--- config.mk ---
export PLATFORM = sky130hd
export DESIGN_NAME = axi_lite_to_apb_split
export DESIGN_NICKNAME = d
export VERILOG_FILES = /design/src/rtl/axi_lite_apb_split_pkg.sv /design/src/rtl/axi_lite_apb_split_decode.sv /design/src/rtl/axi_lite_to_apb_split.sv
export SDC_FILE = /design/constraint.sdc
export NUM_CORES = 1
export LEC_CHECK = 0
export CAP_MARGIN = 20
export CORE_AREA = 4 4 157 159
export CTS_CLUSTER_DIAMETER = 50
export CTS_CLUSTER_SIZE = 8
export DETAILED_ROUTE_END_ITERATION = 6
export DIE_AREA = 0 0 161 163
export PLACE_DENSITY = 0.7
export SLEW_MARGIN = 5
export SYNTH_ARGS = -nofsm -noshare
export SYNTH_HDL_FRONTEND = slang
export SYNTH_HIERARCHICAL = 1
export SYNTH_SLANG_ARGS = --single-unit
--- constraint.sdc ---
create_clock -name clk_i -period 8.96 [get_ports clk_i]
set_input_delay 1.792 -clock clk_i [delete_from_list [all_inputs] [get_ports clk_i]]
set_output_delay 1.792 -clock clk_i [all_outputs]
set_load 0.1 [all_outputs]
--- src/rtl/axi_lite_apb_split_pkg.sv ---
`default_nettype none
// ============================================================================
// Module   : axi_lite_apb_split_pkg
// Brief    : Shared FSM state encoding and AXI response codes for the
//            AXI4-Lite to APB4 split bridge.
// Revision : 1.0 - initial release
// ============================================================================
package axi_lite_apb_split_pkg;

  typedef enum logic [1:0] {
    IDLE   = 2'd0,
    SETUP  = 2'd1,
    ACCESS = 2'd2,
    RESP   = 2'd3
  } state_e;

  localparam logic [1:0] RESP_OKAY   = 2'b00;
  localparam logic [1:0] RESP_SLVERR = 2'b10;
  localparam logic [1:0] RESP_DECERR = 2'b11;

endpackage
`default_nettype wire

--- src/rtl/axi_lite_apb_split_decode.sv ---
`default_nettype none
// ============================================================================
// Module   : axi_lite_apb_split_decode
// Brief    : Combinational bridge-window hit check and APB slave index decode.
// Revision : 1.0 - initial release
// ============================================================================
module axi_lite_apb_split_decode #(
  parameter int                      AxiAddrWidth = 32,
  parameter int                      ApbAddrWidth = 12,
  parameter int                      NoApbSlaves  = 4,
  parameter logic [AxiAddrWidth-1:0] BaseAddr     = AxiAddrWidth'(32'h0001_0000),
  localparam int                     IdxWidth     = (NoApbSlaves > 1) ? $clog2(NoApbSlaves) : 1
) (
  input  logic [AxiAddrWidth-1:0] addr,
  output logic                    hit,
  output logic [IdxWidth-1:0]     idx
);

  localparam int c_SEL_BITS = $clog2(NoApbSlaves);
  localparam int c_WIN_BITS = ApbAddrWidth + c_SEL_BITS;

  // Window is naturally aligned, so comparing the bits above it is sufficient.
  assign hit = ((addr >> c_WIN_BITS) == (BaseAddr >> c_WIN_BITS));

  generate
    if (NoApbSlaves > 1) begin : g_multi
      assign idx = addr[ApbAddrWidth +: c_SEL_BITS];
    end else begin : g_single
      assign idx = 1'b0;
    end
  endgenerate

endmodule
`default_nettype wire

--- src/rtl/axi_lite_to_apb_split.sv ---
`default_nettype none
// ============================================================================
// Module   : axi_lite_to_apb_split
// Brief    : AXI4-Lite slave to APB4 master; splits each wide beat into
//            narrow APB transfers. Optional watchdog: AXI_LITE_APB_TIMEOUT_EN.
// Revision : 1.0 - initial release
// ============================================================================
module axi_lite_to_apb_split
  import axi_lite_apb_split_pkg::*;
#(
  parameter int                      AxiAddrWidth  = 32,
  parameter int                      AxiDataWidth  = 64,
  parameter int                      ApbAddrWidth  = 12,
  parameter int                      ApbDataWidth  = 32,
  parameter int                      NoApbSlaves   = 4,
  parameter logic [AxiAddrWidth-1:0] BaseAddr      = AxiAddrWidth'(32'h0001_0000),
  parameter int                      TimeoutCycles = 256
) (
  input  logic                                clk_i,
  input  logic                                rst_i,
  input  logic [AxiAddrWidth-1:0]             aw_addr_i,
  input  logic                                aw_valid_i,
  output logic                                aw_ready_o,
  input  logic [AxiDataWidth-1:0]             w_data_i,
  input  logic [AxiDataWidth/8-1:0]           w_strb_i,
  input  logic                                w_valid_i,
  output logic                                w_ready_o,
  output logic [1:0]                          b_resp_o,
  output logic                                b_valid_o,
  input  logic                                b_ready_i,
  input  logic [AxiAddrWidth-1:0]             ar_addr_i,
  input  logic                                ar_valid_i,
  output logic                                ar_ready_o,
  output logic [AxiDataWidth-1:0]             r_data_o,
  output logic [1:0]                          r_resp_o,
  output logic                                r_valid_o,
  input  logic                                r_ready_i,
  output logic [ApbAddrWidth-1:0]             paddr_o,
  output logic                                pwrite_o,
  output logic [ApbDataWidth-1:0]             pwdata_o,
  output logic [ApbDataWidth/8-1:0]           pstrb_o,
  output logic [NoApbSlaves-1:0]              psel_o,
  output logic                                penable_o,
  input  logic [NoApbSlaves*ApbDataWidth-1:0] prdata_i,
  input  logic [NoApbSlaves-1:0]              pready_i,
  input  logic [NoApbSlaves-1:0]              pslverr_i
);

  localparam int c_RATIO    = AxiDataWidth / ApbDataWidth;
  localparam int c_AXI_STRB = AxiDataWidth / 8;
  localparam int c_APB_STRB = ApbDataWidth / 8;
  localparam int c_BEAT_W   = (c_RATIO > 1) ? $clog2(c_RATIO) : 1;
  localparam int c_IDX_W    = (NoApbSlaves > 1) ? $clog2(NoApbSlaves) : 1;

  state_e                    r_state, w_state_nxt;
  logic                      r_ar_ready, r_aw_ready, r_last_write;
  logic [ApbAddrWidth-1:0]   r_addr;
  logic [c_IDX_W-1:0]        r_idx;
  logic                      r_write;
  logic [AxiDataWidth-1:0]   r_wdata, r_rdata;
  logic [c_AXI_STRB-1:0]     r_strb;
  logic [c_RATIO-1:0]        r_mask;
  logic [c_BEAT_W-1:0]       r_beat;
  logic [1:0]                r_resp;

  logic                      w_hs_rd, w_hs_wr, w_hs, w_hit;
  logic                      w_grant_rd, w_grant_wr;
  logic [c_IDX_W-1:0]        w_idx;
  logic [AxiAddrWidth-1:0]   w_dec_addr;
  logic [c_RATIO-1:0]        w_hs_mask;
  logic [c_BEAT_W-1:0]       w_first_beat, w_next_beat;
  logic                      w_any_beat, w_more;
  logic                      w_sel_ready, w_sel_err, w_timeout;
  logic [ApbDataWidth-1:0]   w_sel_rdata;

  // Ready is granted a cycle ahead, so the registered address mux follows it.
  assign w_dec_addr = r_ar_ready ? ar_addr_i : aw_addr_i;
  assign w_hs_rd    = (r_state == IDLE) && r_ar_ready && ar_valid_i;
  assign w_hs_wr    = (r_state == IDLE) && r_aw_ready && aw_valid_i && w_valid_i;
  assign w_hs       = w_hs_rd || w_hs_wr;
  assign w_grant_rd = ar_valid_i && (!(aw_valid_i && w_valid_i) || r_last_write);
  assign w_grant_wr = aw_valid_i && w_valid_i && !w_grant_rd;

  axi_lite_apb_split_decode #(
    .AxiAddrWidth (AxiAddrWidth),
    .ApbAddrWidth (ApbAddrWidth),
    .NoApbSlaves  (NoApbSlaves),
    .BaseAddr     (BaseAddr)
  ) u_decode (
    .addr (w_dec_addr),
    .hit  (w_hit),
    .idx  (w_idx)
  );

  generate
    for (genvar i = 0; i < c_RATIO; i++) begin : g_mask
      assign w_hs_mask[i] = r_ar_ready || (|w_strb_i[i*c_APB_STRB +: c_APB_STRB]);
    end
  endgenerate

  // Descending scan so the lowest qualifying beat wins.
  always_comb begin
    w_first_beat = '0;
    w_any_beat   = 1'b0;
    w_next_beat  = r_beat;
    w_more       = 1'b0;
    for (int i = c_RATIO - 1; i >= 0; i--) begin
      if (w_hs_mask[i]) begin
        w_first_beat = c_BEAT_W'(i);
        w_any_beat   = 1'b1;
      end
      if (r_mask[i] && (i > int'(r_beat))) begin
        w_next_beat = c_BEAT_W'(i);
        w_more      = 1'b1;
      end
    end
  end

  assign w_sel_ready = pready_i[r_idx];
  assign w_sel_err   = pslverr_i[r_idx];
  assign w_sel_rdata = prdata_i[int'(r_idx)*ApbDataWidth +: ApbDataWidth];

`ifdef AXI_LITE_APB_TIMEOUT_EN
  localparam int c_CNT_W = $clog2(TimeoutCycles + 1);
  logic [c_CNT_W-1:0] r_cnt;

  always_ff @(posedge clk_i or posedge rst_i) begin
    if (rst_i) begin
      r_cnt <= '0;
    end else if (r_state == SETUP) begin
      r_cnt <= '0;
    end else if (r_state == ACCESS) begin
      r_cnt <= r_cnt + c_CNT_W'(1);
    end
  end

  assign w_timeout = (r_state == ACCESS) && !w_sel_ready &&
                     (r_cnt == c_CNT_W'(TimeoutCycles - 1));
`else
  // No watchdog: the comparison is constant false.
  assign w_timeout = (TimeoutCycles < 0);
`endif

  always_ff @(posedge clk_i or posedge rst_i) begin
    if (rst_i) r_state <= IDLE;
    else       r_state <= w_state_nxt;
  end

  always_comb begin
    w_state_nxt = r_state;
    case (r_state)
      IDLE:   if (w_hs) w_state_nxt = (w_hit && w_any_beat) ? SETUP : RESP;
      SETUP:  w_state_nxt = ACCESS;
      ACCESS: begin
        if (w_sel_ready)    w_state_nxt = (!w_sel_err && w_more) ? SETUP : RESP;
        else if (w_timeout) w_state_nxt = RESP;
      end
      RESP:   if (r_write ? b_ready_i : r_ready_i) w_state_nxt = IDLE;
      default: w_state_nxt = IDLE;
    endcase
  end

  always_ff @(posedge clk_i or posedge rst_i) begin
    if (rst_i) begin
      r_ar_ready <= 1'b0;
      r_aw_ready <= 1'b0;
    end else begin
      r_ar_ready <= 1'b0;
      r_aw_ready <= 1'b0;
      if ((r_state == IDLE) && !r_ar_ready && !r_aw_ready) begin
        r_ar_ready <= w_grant_rd;
        r_aw_ready <= w_grant_wr;
      end
    end
  end

  always_ff @(posedge clk_i or posedge rst_i) begin
    if (rst_i) begin
      r_last_write <= 1'b1;
      r_addr       <= '0;
      r_idx        <= '0;
      r_write      <= 1'b0;
      r_wdata      <= '0;
      r_strb       <= '0;
      r_mask       <= '0;
      r_beat       <= '0;
      r_rdata      <= '0;
      r_resp       <= RESP_OKAY;
    end else if (w_hs) begin
      r_last_write <= w_hs_wr;
      r_addr       <= w_dec_addr[ApbAddrWidth-1:0];
      r_idx        <= w_idx;
      r_write      <= w_hs_wr;
      r_wdata      <= w_data_i;
      r_strb       <= w_strb_i;
      r_mask       <= w_hs_mask;
      r_beat       <= w_first_beat;
      r_rdata      <= '0;
      r_resp       <= w_hit ? RESP_OKAY : RESP_DECERR;
    end else if (r_state == ACCESS) begin
      if (w_sel_ready) begin
        if (!r_write) r_rdata[int'(r_beat)*ApbDataWidth +: ApbDataWidth] <= w_sel_rdata;
        if (w_sel_err)   r_resp <= RESP_SLVERR;
        else if (w_more) r_beat <= w_next_beat;
      end else if (w_timeout) begin
        r_resp <= RESP_SLVERR;
      end
    end
  end

  assign aw_ready_o = r_aw_ready;
  assign w_ready_o  = r_aw_ready;
  assign ar_ready_o = r_ar_ready;
  assign r_valid_o  = (r_state == RESP) && !r_write;
  assign b_valid_o  = (r_state == RESP) && r_write;
  assign r_data_o   = r_rdata;
  assign r_resp_o   = r_resp;
  assign b_resp_o   = r_resp;

  assign psel_o    = ((r_state == SETUP) || (r_state == ACCESS)) ?
                     (NoApbSlaves'(1) << r_idx) : '0;
  assign penable_o = (r_state == ACCESS);
  assign paddr_o   = (r_addr & ~ApbAddrWidth'(c_AXI_STRB - 1)) +
                     ApbAddrWidth'(int'(r_beat) * c_APB_STRB);
  assign pwrite_o  = r_write;
  assign pwdata_o  = r_wdata[int'(r_beat)*ApbDataWidth +: ApbDataWidth];
  assign pstrb_o   = r_write ? r_strb[int'(r_beat)*c_APB_STRB +: c_APB_STRB] : '0;

endmodule
`default_nettype wire

Word-level counts from Yosys, hierarchy flattened --
Cells that the tools add are included.
Word-level totals: input port bits 279, output and inout bits 127, word-level logic and storage cells 106, flip-flop bits (word level) 161
Cells by class: equal/unequal tests 9, add/sub/neg operators 2, mux-type cells 36, shift-type cells 6, reduce and logical (&&, ||, !) cells 38, $lt $le $gt $ge 2
Operators with widths (count):
- 64-bit two-way mux | 4
- 128-bit by 8-bit variable part select with 32-bit output | 1
- 64-bit bitwise mux | 1
- 32-bit by 33-bit variable shift with 64-bit output (first input constant) | 1
- 32-bit by 33-bit variable part select with 64-bit output | 1
- 64-bit by 7-bit variable part select with 32-bit output | 1
- 6-bit negator with 33-bit output | 1
- 32-bit two-way mux | 1
- 2-bit two-way mux | 10
- 18-bit by 3-bit == test with 1-bit output (second input constant) | 1
- 1-bit logical AND | 15
- 1-bit two-way mux | 15
- 12-bit by 3-bit adder with 12-bit output | 1
- 2-bit nonzero test | 5
- 3-bit AND reduction | 3
- 4-bit two-way mux | 2
- 2-bit one-hot mux with 4 select lines | 1
- 4-bit OR reduction | 2
- 8-bit by 4-bit variable part select with 4-bit output | 1
- 1-bit logical NOT | 6
- 2-bit != test (second input constant) | 3
- 1-bit logical OR | 5
- 5-bit AND reduction | 1
- 1-bit binary-select mux with 2-bit select | 2
- other kinds (7) | 9

Longest topological paths before layout --
depth in word-level cells 8, gate-level depth with buffers 9, gate-level depth less buffers 6

Modules after synthesis --
The synthesis kept the hierarchy.
Modules (own cells, without submodules):
- axi_lite_to_apb_split | area each 7696.1 um^2, cells each 679, sequential area each 3930.0 um^2, times used 1
- axi_lite_apb_split_decode | area each 57.6 um^2, cells each 9, sequential area each 0.0 um^2, times used 1

Worst setup path after synthesis --
OpenSTA, ideal clock, no wires.
kind flip-flop to output port, start register r_idx[1], end output port psel_o[0], path slack 4107 ps, path buffers 2, cell stages (with the launch flop) 4, data arrival time 3061 ps, cells stage by stage dfrtp_1 -> buf_1 -> buf_1 -> nor3b_1
Between the ends: word-level cells in the longest chain between the ends 2
RTL lines:
- start: declaration | line axi_lite_to_apb_split.sv:58 | logic [c_IDX_W-1:0] r_idx;
- start signal: assignment | line axi_lite_to_apb_split.sv:192 | r_idx <= w_idx;
- 1-bit by 2-bit << shifter with 4-bit output | line axi_lite_to_apb_split.sv:221 | (NoApbSlaves'(1) << r_idx) : '0;
- 4-bit two-way mux | line axi_lite_to_apb_split.sv:220 | assign psel_o = ((r_state == SETUP) || (r_state == ACCESS)) ?
- end: declaration | line axi_lite_to_apb_split.sv:42 | output logic [NoApbSlaves-1:0] psel_o,
Every way passes these cells.

Worst setup path in the final report --
start register r_beat, end output port pstrb_o[0]
Between the ends: word-level cells in the longest chain between the ends 2
RTL lines:
- start: declaration | line axi_lite_to_apb_split.sv:63 | logic [c_BEAT_W-1:0] r_beat;
- start signal: assignment | line axi_lite_to_apb_split.sv:197 | r_beat <= w_first_beat;
- start signal: assignment | line axi_lite_to_apb_split.sv:204 | else if (w_more) r_beat <= w_next_beat;
- 8-bit by 4-bit variable part select with 4-bit output | line axi_lite_to_apb_split.sv:227 | assign pstrb_o = r_write ? r_strb[int'(r_beat)*c_APB_STRB +: c_APB_STRB] : '0;
- 4-bit two-way mux | line axi_lite_to_apb_split.sv:227
- end: declaration | line axi_lite_to_apb_split.sv:41 | output logic [ApbDataWidth/8-1:0] pstrb_o,
Every way passes these cells.

==> metrics.txt <==
crit path max fanout=~40; FF-to-FF path depth=6; placed insts=1353; Initial Util=approximately a third; Final nets=1337; Hold Crit Class=reg2reg; hold path depth=2; TritonRoute pass-1 iters=4; Routed WL per cell=19.1 µm; Fillers=2122; Avg Inst Size Synth=11.3 µm²; Slew @ Worst Pin=1.12 ns; R2R setup slack=between 6 and 7 ns; final setup violation count=0; vias in the first global route=a little under 7000; Max Freq=208 MHz; Residual DRC=0; Syn. warnings=6; final WL=26.5 mm; Worst-Skew Late Latency=approximately 0.42 ns; Final Util=53.3%; Max clock buf depth=2; CTS tree=done; post-CTS resize count=0; Rel. slew slack=about a quarter; Mapped Cells=685; setup bufs post-CTS=0; first-pass GRT wire length=40.4 mm; Crit Path Class=reg2out; die width=approximately 160 µm; Detail Placement HPWL=19.8 mm; RR Endpoint=r_data_o[31]$_DFFE_PP0P_; Critical R2R Launch=ar_ready_o$_DFF_PP0_; Crit path required time=7.17 ns; # clock sinks=around 160; GP Congestion=between 0.8 and 0.9; I/O Pins=406; Clock Tree Root=clkbuf_16; pin count of the biggest net entering global routing=90; Slew Viols, Final=0; post-layout min period=just under 5 ns; outcome=completed; synthesized area=7720 µm²; crit path launch type=flop; Starting DRT DRC Count=278; Clock Skew=roughly 0.014 ns; Buf/Inv on CP=1; TNS Setup=0 ns; ratio of cells with drive above 1 in the final layout=13.8%; Critical Path End Type=output port; Port Buf Inserts=397; Die ar.=26200 µm²; area of the core=23300 µm²; Max Cap Viol=0; CP Data Arrival Time=~3 ns; Total GRT Usage=19.9%; Hold Buf Count CTS=0; CP delay by family, top=buffers and inverters; Tcrit/Tclk final=a little over half; CTS Buf Count=17; Layout Area Growth over Synthesis=60.6%; hold path start=r_wdata[0]$_DFFE_PP0P_; Final ANT Viol Nets=0; RSZ-0062 raised after global routing=false; vias post-DR=6654; worst path cell trace=mux2i_1 > nor2b_1 > clkdlybuf4s50_1; initial antenna violation count=3; number of H-tree levels=4; final hold viol count=0; CP max stage delay=between 1 and 1.5 ns; Final Non-Filler Cells=1386; clock slew at reported path FFs=approximately 0.06 ns; Min-Delay Endpoint=r_wdata[0]$_DFFE_PP0P_; Die H=163 µm; slowest cell on the critical path=clkdlybuf4s50_1; Via density=4.80; # rows=56; gr ovfl total=0
==> worst max-delay path by stage <==
stage / startpoint / end / slack (ns) / cells past startpoint
detailed placement: r_beat$_DFFE_PP0P_ / pstrb_o[0] / 4.47 / 3
CTS: r_beat$_DFFE_PP0P_ / pstrb_o[0] / 4.02 / 3
finish: r_beat$_DFFE_PP0P_ / pstrb_o[0] / 4.16 / 3
floorplan: rst_i / ar_ready_o$_DFF_PP0_ / 2.93 / 1
global route: r_beat$_DFFE_PP0P_ / pstrb_o[0] / 3.97 / 3
global placement: r_beat$_DFFE_PP0P_ / pstrb_o[0] / 4.47 / 3
==> worst min-delay path: cells and delay by family, from the launching register on <==
family,cells,cell delay [ns]
DFF,1,0.34
and+or+nand+nor,2,0.10
==> layout by cell type, fill, tap and decap left out, drive strengths merged, types with 5 or more instances in the layout <==
cell           count
clkdlybuf4s50    397
nand2            233
dfrtp            156
mux2              70
a22o              64
mux4              34
clkbuf            19
nor2               9
inv                9
buf                8
mux2i              7
clkinv             6
nor2b              5
ha                 5
==> per-layer routing <==
metal,global-route usage [%],part of all wire [%],up-vias
li1,-,-,3132
met2,35.3,51,251
met5,0,0.10,-
met1,22.8,39,3238
met4,6.32,1.8,4
met3,6.58,8.2,29
==> through the flow <==
| stage | hold slack (ns) | worst slack, ns | cell area, µm² |
|---|---|---|---|
| final | 0.469 | 4.16 | 12400 |
| after CTS | 0.474 | 4.02 | 12400 |
| after floorplan | 0.440 | 2.93 | 7720 |
| after detailed placement | 0.458 | 4.47 | 11800 |
| after global placement | 0.452 | 4.47 | 11800 |
| after global routing | 0.488 | 3.97 | 12400 |
==> registers in the layout, indices dropped and copies added, names as in the netlist, 2 cells and up <==
register / cells
r_data_o: 64
r_wdata: 64
r_idx: 2
r_strb: 8
b_resp_o: 2
r_state: 2
r_addr: 9
==> layout make-up <==
cell class / count / area, µm² / area share [%]
Antenna cell: 1 / 2.50 / 0.0202
Clock buffer: 19 / 443 / 3.57
Clock inverter: 13 / 109 / 0.878
Inverter: 5 / 23.8 / 0.192
Multi-Input combinational cell: 467 / 3460 / 27.9
Sequential cell: 157 / 3930 / 31.7
Tap cell: 319 / 399 / 3.22
Timing Repair Buffer: 405 / 4030 / 32.5
Power is left out: the tool's default activity adds up to more than one toggle a clock period on the data nets, which glitch-free logic cannot reach.
